[src/rtl/cpu_pkg.sv]
// Shared definitions for the 16-bit CPU front end.
//   - instruction field positions (opcode / rd / rs1 / rs2)
//   - opcode encodings seen by the ALU
//   - register-file geometry
package cpu_pkg;

   localparam int NUM_REGS = 16;
   localparam int REG_AW   = 4;

   localparam int OPC_MSB = 15;
   localparam int OPC_LSB = 12;
   localparam int RD_MSB  = 11;
   localparam int RD_LSB  = 8;
   localparam int RS1_MSB = 7;
   localparam int RS1_LSB = 4;
   localparam int RS2_MSB = 3;
   localparam int RS2_LSB = 0;

   typedef logic [REG_AW-1:0] reg_addr_t;

   localparam logic [3:0] OPC_ADD  = 4'b0000;
   localparam logic [3:0] OPC_SUB  = 4'b0001;
   localparam logic [3:0] OPC_AND  = 4'b0010;
   localparam logic [3:0] OPC_OR   = 4'b0011;
   localparam logic [3:0] OPC_XOR  = 4'b0100;
   localparam logic [3:0] OPC_NOT  = 4'b0101;
   localparam logic [3:0] OPC_SHL  = 4'b0110;
   localparam logic [3:0] OPC_SHR  = 4'b0111;
   localparam logic [3:0] OPC_ROL  = 4'b1000;
   localparam logic [3:0] OPC_ROR  = 4'b1001;
   localparam logic [3:0] OPC_INC  = 4'b1010;
   localparam logic [3:0] OPC_DEC  = 4'b1011;
   localparam logic [3:0] OPC_MOV  = 4'b1100;
   localparam logic [3:0] OPC_CMP  = 4'b1101;
   localparam logic [3:0] OPC_SHL4 = 4'b1110;
   localparam logic [3:0] OPC_SHR4 = 4'b1111;

   function automatic bit is_zero_reg(input reg_addr_t addr);
      return addr == '0;
   endfunction

endpackage

[src/rtl/regfile_core.sv]
// 16-entry register file: two combinational read ports, one synchronous
// write port. R0 always reads zero and ignores writes.
// Ports:
//   clk, rst_n         clock, synchronous active-low reset (clears R1..R15)
//   raddr_a/rdata_a    read port A
//   raddr_b/rdata_b    read port B
//   we/waddr/wdata     write port, takes effect on the rising edge
// Reads see the array contents before the edge, so a same-cycle write to
// the register being read is not forwarded.
module regfile_core
   import cpu_pkg::*;
#(
   parameter int WIDTH = 16
) (
   input  logic             clk,
   input  logic             rst_n,
   input  reg_addr_t        raddr_a,
   output logic [WIDTH-1:0] rdata_a,
   input  reg_addr_t        raddr_b,
   output logic [WIDTH-1:0] rdata_b,
   input  logic             we,
   input  reg_addr_t        waddr,
   input  logic [WIDTH-1:0] wdata
);

   logic [WIDTH-1:0] regs [NUM_REGS];

   always_ff @(posedge clk) begin
      if (!rst_n) begin
         for (int i = 0; i < NUM_REGS; i++) begin
            regs[i] <= '0;
         end
      end else if (we && !is_zero_reg(waddr)) begin
         regs[waddr] <= wdata;
      end
   end

   // R0 is muxed to zero so it never depends on reset having been applied.
   assign rdata_a = is_zero_reg(raddr_a) ? '0 : regs[raddr_a];
   assign rdata_b = is_zero_reg(raddr_b) ? '0 : regs[raddr_b];

endmodule

[src/rtl/alu_operand_stage.sv]
// Decode + register-file stage feeding the ALU.
// Splits instr into opcode/rd/rs1/rs2, drives op1/op2 from the register
// file combinationally, writes alu_result back to rd on the next edge,
// latches the ALU zero/overflow flags and counts retired instructions.
// Ports:
//   clk, rst_n            clock, synchronous active-low reset
//   instr, instr_valid    instruction word and its execute strobe
//   clr_flags             clear flag_z/flag_v when no instruction executes
//   opcode, op1, op2      to ALU (follow instr regardless of instr_valid)
//   alu_result/zero/ovf   from ALU
//   flag_z, flag_v        registered flags
//   retired               wrapping count of executed instructions
// Build option: STICKY_OVF_EN makes flag_v accumulate overflow until
// cleared by clr_flags or reset.
module alu_operand_stage
   import cpu_pkg::*;
#(
   parameter int WIDTH     = 16,
   parameter int CNT_WIDTH = 16
) (
   input  logic                 clk,
   input  logic                 rst_n,
   input  logic [15:0]          instr,
   input  logic                 instr_valid,
   input  logic                 clr_flags,
   output logic [3:0]           opcode,
   output logic [WIDTH-1:0]     op1,
   output logic [WIDTH-1:0]     op2,
   input  logic [WIDTH-1:0]     alu_result,
   input  logic                 alu_zero,
   input  logic                 alu_ovf,
   output logic                 flag_z,
   output logic                 flag_v,
   output logic [CNT_WIDTH-1:0] retired
);

   reg_addr_t rd, rs1, rs2;

   assign opcode = instr[OPC_MSB:OPC_LSB];
   assign rd     = instr[RD_MSB:RD_LSB];
   assign rs1    = instr[RS1_MSB:RS1_LSB];
   assign rs2    = instr[RS2_MSB:RS2_LSB];

   regfile_core #(.WIDTH(WIDTH)) u_regfile (
      .clk     (clk),
      .rst_n   (rst_n),
      .raddr_a (rs1),
      .rdata_a (op1),
      .raddr_b (rs2),
      .rdata_b (op2),
      .we      (instr_valid),
      .waddr   (rd),
      .wdata   (alu_result)
   );

   always_ff @(posedge clk) begin
      if (!rst_n) begin
         flag_z  <= 1'b0;
         flag_v  <= 1'b0;
         retired <= '0;
      end else if (instr_valid) begin
         flag_z  <= alu_zero;
`ifdef STICKY_OVF_EN
         // A same-edge clear drops the accumulated history; this
         // instruction's overflow still registers.
         flag_v  <= clr_flags ? alu_ovf : (flag_v | alu_ovf);
`else
         flag_v  <= alu_ovf;
`endif
         retired <= retired + 1'b1;
      end else if (clr_flags) begin
         flag_z  <= 1'b0;
         flag_v  <= 1'b0;
      end
   end

endmodule
[config.mk]
export PLATFORM = sky130hd
export DESIGN_NAME = alu_operand_stage
export DESIGN_NICKNAME = d
export VERILOG_FILES = /design/src/rtl/cpu_pkg.sv /design/src/rtl/regfile_core.sv /design/src/rtl/alu_operand_stage.sv
export SDC_FILE = /design/constraint.sdc
export NUM_CORES = 1
export LEC_CHECK = 0
export ABC_AREA = 1
export BUFFER_PORTS_ARGS = -buffer_cell sky130_fd_sc_hd__buf_2
export CAP_MARGIN = 20
export CORE_ASPECT_RATIO = 0.8
export CORE_MARGIN = 10
export CORE_UTILIZATION = 40
export CTS_BUF_LIST = sky130_fd_sc_hd__clkbuf_16
export DETAILED_ROUTE_END_ITERATION = 8
export HOLD_SLACK_MARGIN = 0.03
export PLACE_DENSITY = 0.6
export SETUP_SLACK_MARGIN = 0.05
export SLEW_MARGIN = 20
export SYNTH_ARGS = -nofsm -noshare
export SYNTH_HDL_FRONTEND = slang
export SYNTH_HIERARCHICAL = 1
export SYNTH_SLANG_ARGS = --single-unit
[constraint.sdc]
create_clock -name clk -period 3.35 [get_ports clk]
set_input_delay 0.67 -clock clk [delete_from_list [all_inputs] [get_ports clk]]
set_output_delay 0.67 -clock clk [all_outputs]
set_load 0.03 [all_outputs]
=== After elaboration in Yosys (flattened, before gate mapping) ===
Memory sizes are Yosys's and may differ from the RTL's.
Index checks and enable logic that the tools add are counted.

* Bits in registers: 18
* Latch bits: 0
* Bits in writable memories: 256
* Bits in read-only memories: 0
* Input port bits: 38
* Output and inout port bits: 54
* Word-level logic and storage cells: 24
* Memories kept: 1

* Add/subtract/negate cells: 1
* Multipliers: 0
* Div/mod/pow operators: 0
* $lt $le $gt $ge: 0
* Equal/unequal tests: 0
* Shift operators: 0
* Muxes and demuxes: 12
* Bitwise operators: 0
* Reductions and logical operators: 7

{| class="wikitable"
|+ Memory list
! memory !! depth !! width !! rd ports !! clocked after memory_dff !! write ports !! RTL line !! source
|-
| u_regfile.regs || 16 || 16 || 2 || 0 || 16 || regfile_core.sv:26 || <nowiki>logic [WIDTH-1:0] regs [NUM_REGS];</nowiki>
|}

{| class="wikitable"
|+ Operators by type and width
! kind !! number
|-
| 16-bit two-way mux || 3
|-
| 16-bit by 1-bit adder with 16-bit output, second input constant || 1
|-
| 16-bit OR reduction || 1
|-
| 4-bit zero test || 3
|-
| 1-bit two-way mux || 8
|-
| 4-bit two-way mux || 1
|-
| 2-bit nonzero test || 1
|-
| 1-bit logical AND || 1
|-
| 1-bit zero test || 1
|}

=== Depth between registers and ports, before layout ===
* Depth after elaboration: 8
* Depth in mapped cells: 10
* Gate-level depth less buffers: 8

=== By module ===
The synthesis kept the hierarchy.

{| class="wikitable"
|+ Modules (own cells, without submodules)
! module !! instances !! cells an instance !! area an instance (um^2) !! seq. area each (um^2)
|-
| regfile_core || 1 || 2050 || 15167.0 || 7687.4
|-
| alu_operand_stage || 1 || 136 || 899.6 || 360.3
|}

=== Worst setup path before layout ===
No wires, ideal clock.

* Kind: input to output
* Start: in instr[2]
* End: out op2[10]
* Arrival: 2016 ps
* Required time: 2680 ps
* Setup slack: 664 ps
* Stages: 8
* Buffers on the path: 2
* Path through: buf_4 clkinv_1 nor2_2 buf_4 nand2_1 nand2_1 inv_1 a21oi_1

* Cells in the longest elaborated chain, start to end: 2
* Elaborated cells on any way between the ends: 3
* Classes of those cells: 1 x mux; 1 x reduce/logical; 1 x memory

{| class="wikitable"
|+ Ends and longest elaborated chain
! element !! RTL line !! source
|-
| from (decl) || alu_operand_stage.sv:23 || <nowiki>input logic [15:0] instr,</nowiki>
|-
| memory 16 x 16 bit / 4-bit zero test (equally long branches) || n/a ||
|-
| 16-bit two-way mux (*) || regfile_core.sv:40 || <nowiki>assign rdata_b = is_zero_reg(raddr_b) ? '0 : regs[raddr_b];</nowiki>
|-
| to (decl) || alu_operand_stage.sv:28 || <nowiki>output logic [WIDTH-1:0] op2,</nowiki>
|}

Mark *: on every way between the ends. The rest lies on a longest branch, timed or not.

=== Final worst setup path ===
* Start: in instr[0]
* End: out op2[9]

The elaborated chain is that of the path after synthesis.

==> impl_metrics.csv <==
group,metric,value,unit
critical_path,path_class,"input pin to primary output",
clock_tree,cts_buffers,31,
global_routing,grt_max_degree,76,
yosys,synth_cells,2186,
detailed_routing,vias,14585,
power,powerDensity,486,mW/mm^2
critical_path,critPathArrivalTime,2450,ps
global_routing,grt_pass1_wl,81.2,mm
run_status,status,"completed",
timing,slew_violations,0,
yosys,avgSynthCellArea,7.35,um^2
power,switchingPower,0.00249,W
critical_path,required,2680,ps
detailed_routing,drc,0,
global_routing,grt_usage,21.6,%
cells_and_area,nets,2266,
yosys,synth.area.mux_share,0,%
cells_and_area,area_growth_syn_to_layout,12.2,%
timing,rsz0062_at_grt,"false",
timing,clock.fmax,321,MHz
global_routing,grt_pass1_vias,14100,
clock_tree,worstSkewPairLatency,580,ps
critical_path,reg2reg_depth,7,
cells_and_area,multi_input_area,0.00614,mm^2
clock_tree,ctsResizeCount,0,
critical_path,worst-path-max-fanout,62,
power,p_sw_share,28.5,%
placed_design,dp_hpwl,36.3,mm
critical_path,worstReg2RegEnd,"retired[14]$_SDFFE_PN0P_",
floorplan,core,0.0395,mm^2
clock_tree,cts-htree-levels,1,
floorplan,initial_core_util,40.6,%
clock_tree,cts_tree,"yes",
critical_path,start_kind,"input pin",
yosys,seq_area_frac_synth,50.1,%
detailed_routing,dr.pass1.iters,7,
detailed_routing,vias_per_cell,5.23,
cells_and_area,seq_area,0.00805,mm^2
detailed_routing,postRouteAntennaNets,0,
yosys,ys_types,27,
timing,hold_viol,0,
min_path,min_to,"flag_v$_SDFFE_PN0P_",
min_path,hold_start,"alu_ovf",
cells_and_area,final_cell_mix,"nand2_1 (721), nand3_1 (365), inv_1 (328)",
cells_and_area,final_common_cell,"nand2_1",
yosys,synth_top_family_by_area,"simple AND/OR/NAND/NOR gates",
power,finalPower,0.00876,W
floorplan,rows,65,
clock_tree,root_buffer,"clkbuf_16",
placed_design,dp.cells,2730,
critical_path,rr_startpoint,"retired[0]$_SDFFE_PN0P_",
clock_tree,cts_sinks,274,
timing,fin_ws,234,ps
timing,skew,2.78,ps
clock_tree,clockBufferDepth,3,
yosys,synthAdderAreaFrac,0.0779,%
critical_path,end_kind,"primary output",
critical_path,crit_start,"instr[0]",
min_path,min_path_cells,3,
yosys,yosys.area_share.simple,36.2,%
global_routing,antenna_found_initial,1,
min_path,min_path_type,"input pin to flip-flop",
timing,setup_viol,0,
yosys,synthDominantCellAreaShare,47.8,%
timing,fin_crit_sh,93.0,%
timing,relSlewSlack,23.1,%
clock_tree,cts_setup_buffers,0,
yosys,synth_area,0.0161,mm^2
placed_design,port_buffers,83,
yosys,synth_compound_area_share,1.46,%
power,p_seq_share,45.5,%
timing,period_needed,3120,ps
power,p_int,0.00626,W
cells_and_area,fill_cells,4103,
power,power_frac_clock,39.0,%
run,drv_cap,0,
yosys,yosys.area_share.xor_xnor,0,%
detailed_routing,drt_iter0_drc,1580,
floorplan,die_area,0.0486,mm^2
critical_path,rrSetupSlack,1940,ps
global_routing,overflow,0,
cells_and_area,fin_cells,2788,
power,combinationalPowerShare,15.5,%
yosys,yosys_warnings,6,
floorplan,die_y,199,um
clock_tree,clkTransAtPathRegs,60,ps
yosys,synth_area_leaders,"edfxtp_1 (48%), nand2_1 (17%), nand3_1 (11%)",
power,p_leak,8.68,nW
floorplan,ios,92,
placed_design,globalplace.congestion,1.01,
yosys,yosysTopAreaCell,"edfxtp_1",
detailed_routing,post_drt_wl_per_cell,19.3,um
placed_design,post-place-ws,315,ps
floorplan,die_w,244,um
cells_and_area,drive_gt1_share,9.20,%
clock_tree,hold_buffers,0,
timing,tightest_slew,1150,ps
yosys,ys_ff_latch,274,
power,vdd_drop_max,0.363,mV
timing,fin_tns_setup,0,ps
detailed_routing,drt_wl_total,53.9,mm
worst max path at each step:
stage / slack, ps / depth (start not counted) / end
CTS: 310 / 11 / op2[2]
floorplan: 660 / 8 / op2[10]
global placement: 320 / 11 / op2[15]
detailed placement: 320 / 9 / op2[9]
global route: 110 / 11 / op2[2]
finish: 230 / 9 / op2[9]
cell usage after synthesis:
cell type  instances
nor2_4             2
clkinv_1           2
conb_1             1
nor2_1           270
nor2_2             3
dfxtp_1           18
nand4_1            4
ha_1               1
nor4_2             2
edfxtp_1         256
buf_1             26
a21oi_1           43
nand3_1          365
inv_2              3
nand2_1          721
o21ai_0            4
buf_6              8
clkbuf_1          40
clkbuf_8           2
nor3_4             2
buf_4             10
and3_1             1
nand2_2           16
nand3_4            1
nor3_1             4
inv_1            330
buf_2             51
flip-flops by register name, indices dropped and copies added (netlist names):
name and flops:
u_regfile/regs 256, retired 16, flag_v 1, flag_z 1
power groups by stage:
stage	Clock, W	Sequential [W]	Combinational (W)
global route	0.00358	0.00400	0.00148
CTS	0.00348	0.00398	0.00134
floorplan	0	0.00404	0.000878
global placement	0	0.00405	0.00133
detailed placement	0	0.00405	0.00134
finish	0.00342	0.00398	0.00136
layer usage:
metal	share of wire, %	global-route usage [%]	vias up
met5	0	0.523	-
met2	46	35.3	666
met4	3.1	6.91	0
met3	8.6	4.19	112
li1	-	-	6890
met1	42	28.4	6917
final cells by class:
class | count | share of cell area [%]
Sequential cell | 274 | 44.6
Multi-Input combinational cell | 1455 | 34.0
Inverter | 335 | 7.00
Timing Repair Buffer | 130 | 5.05
Clock buffer | 31 | 4.30
Tap cell | 536 | 3.72
Clock inverter | 26 | 1.24
Antenna cell | 1 | 0.0139
cells by family (layout without fill, tap and decap cells):
family	Yosys count	count (layout)
DFF	274	274
AOI/OAI and AO/OA	47	47
buffers and inverters	472	522
other	1	17
and+or+nand+nor	1391	1391
adders and majority gates	1	1
worst max-delay path: stages:
cell     delay (ps)
buf_4           140
inv_4           550
buf_12          290
nand2_1          70
nand3_1          90
nand3_1         110
nand3_1         170
a21oi_1         140
buf_2           200
per-stage QoR:
step | utilization [%] | instance area, um^2 | hold slack [ps]
floorplan | - | 16100 | 606
finish | 45.6 | 18000 | 343
global route | 45.6 | 18000 | 356
global placement | 43.1 | 17000 | 468
detailed placement | 43.1 | 17000 | 477
CTS | 45.6 | 18000 | 319
Note: power is estimated with default switching activity, not from simulation.
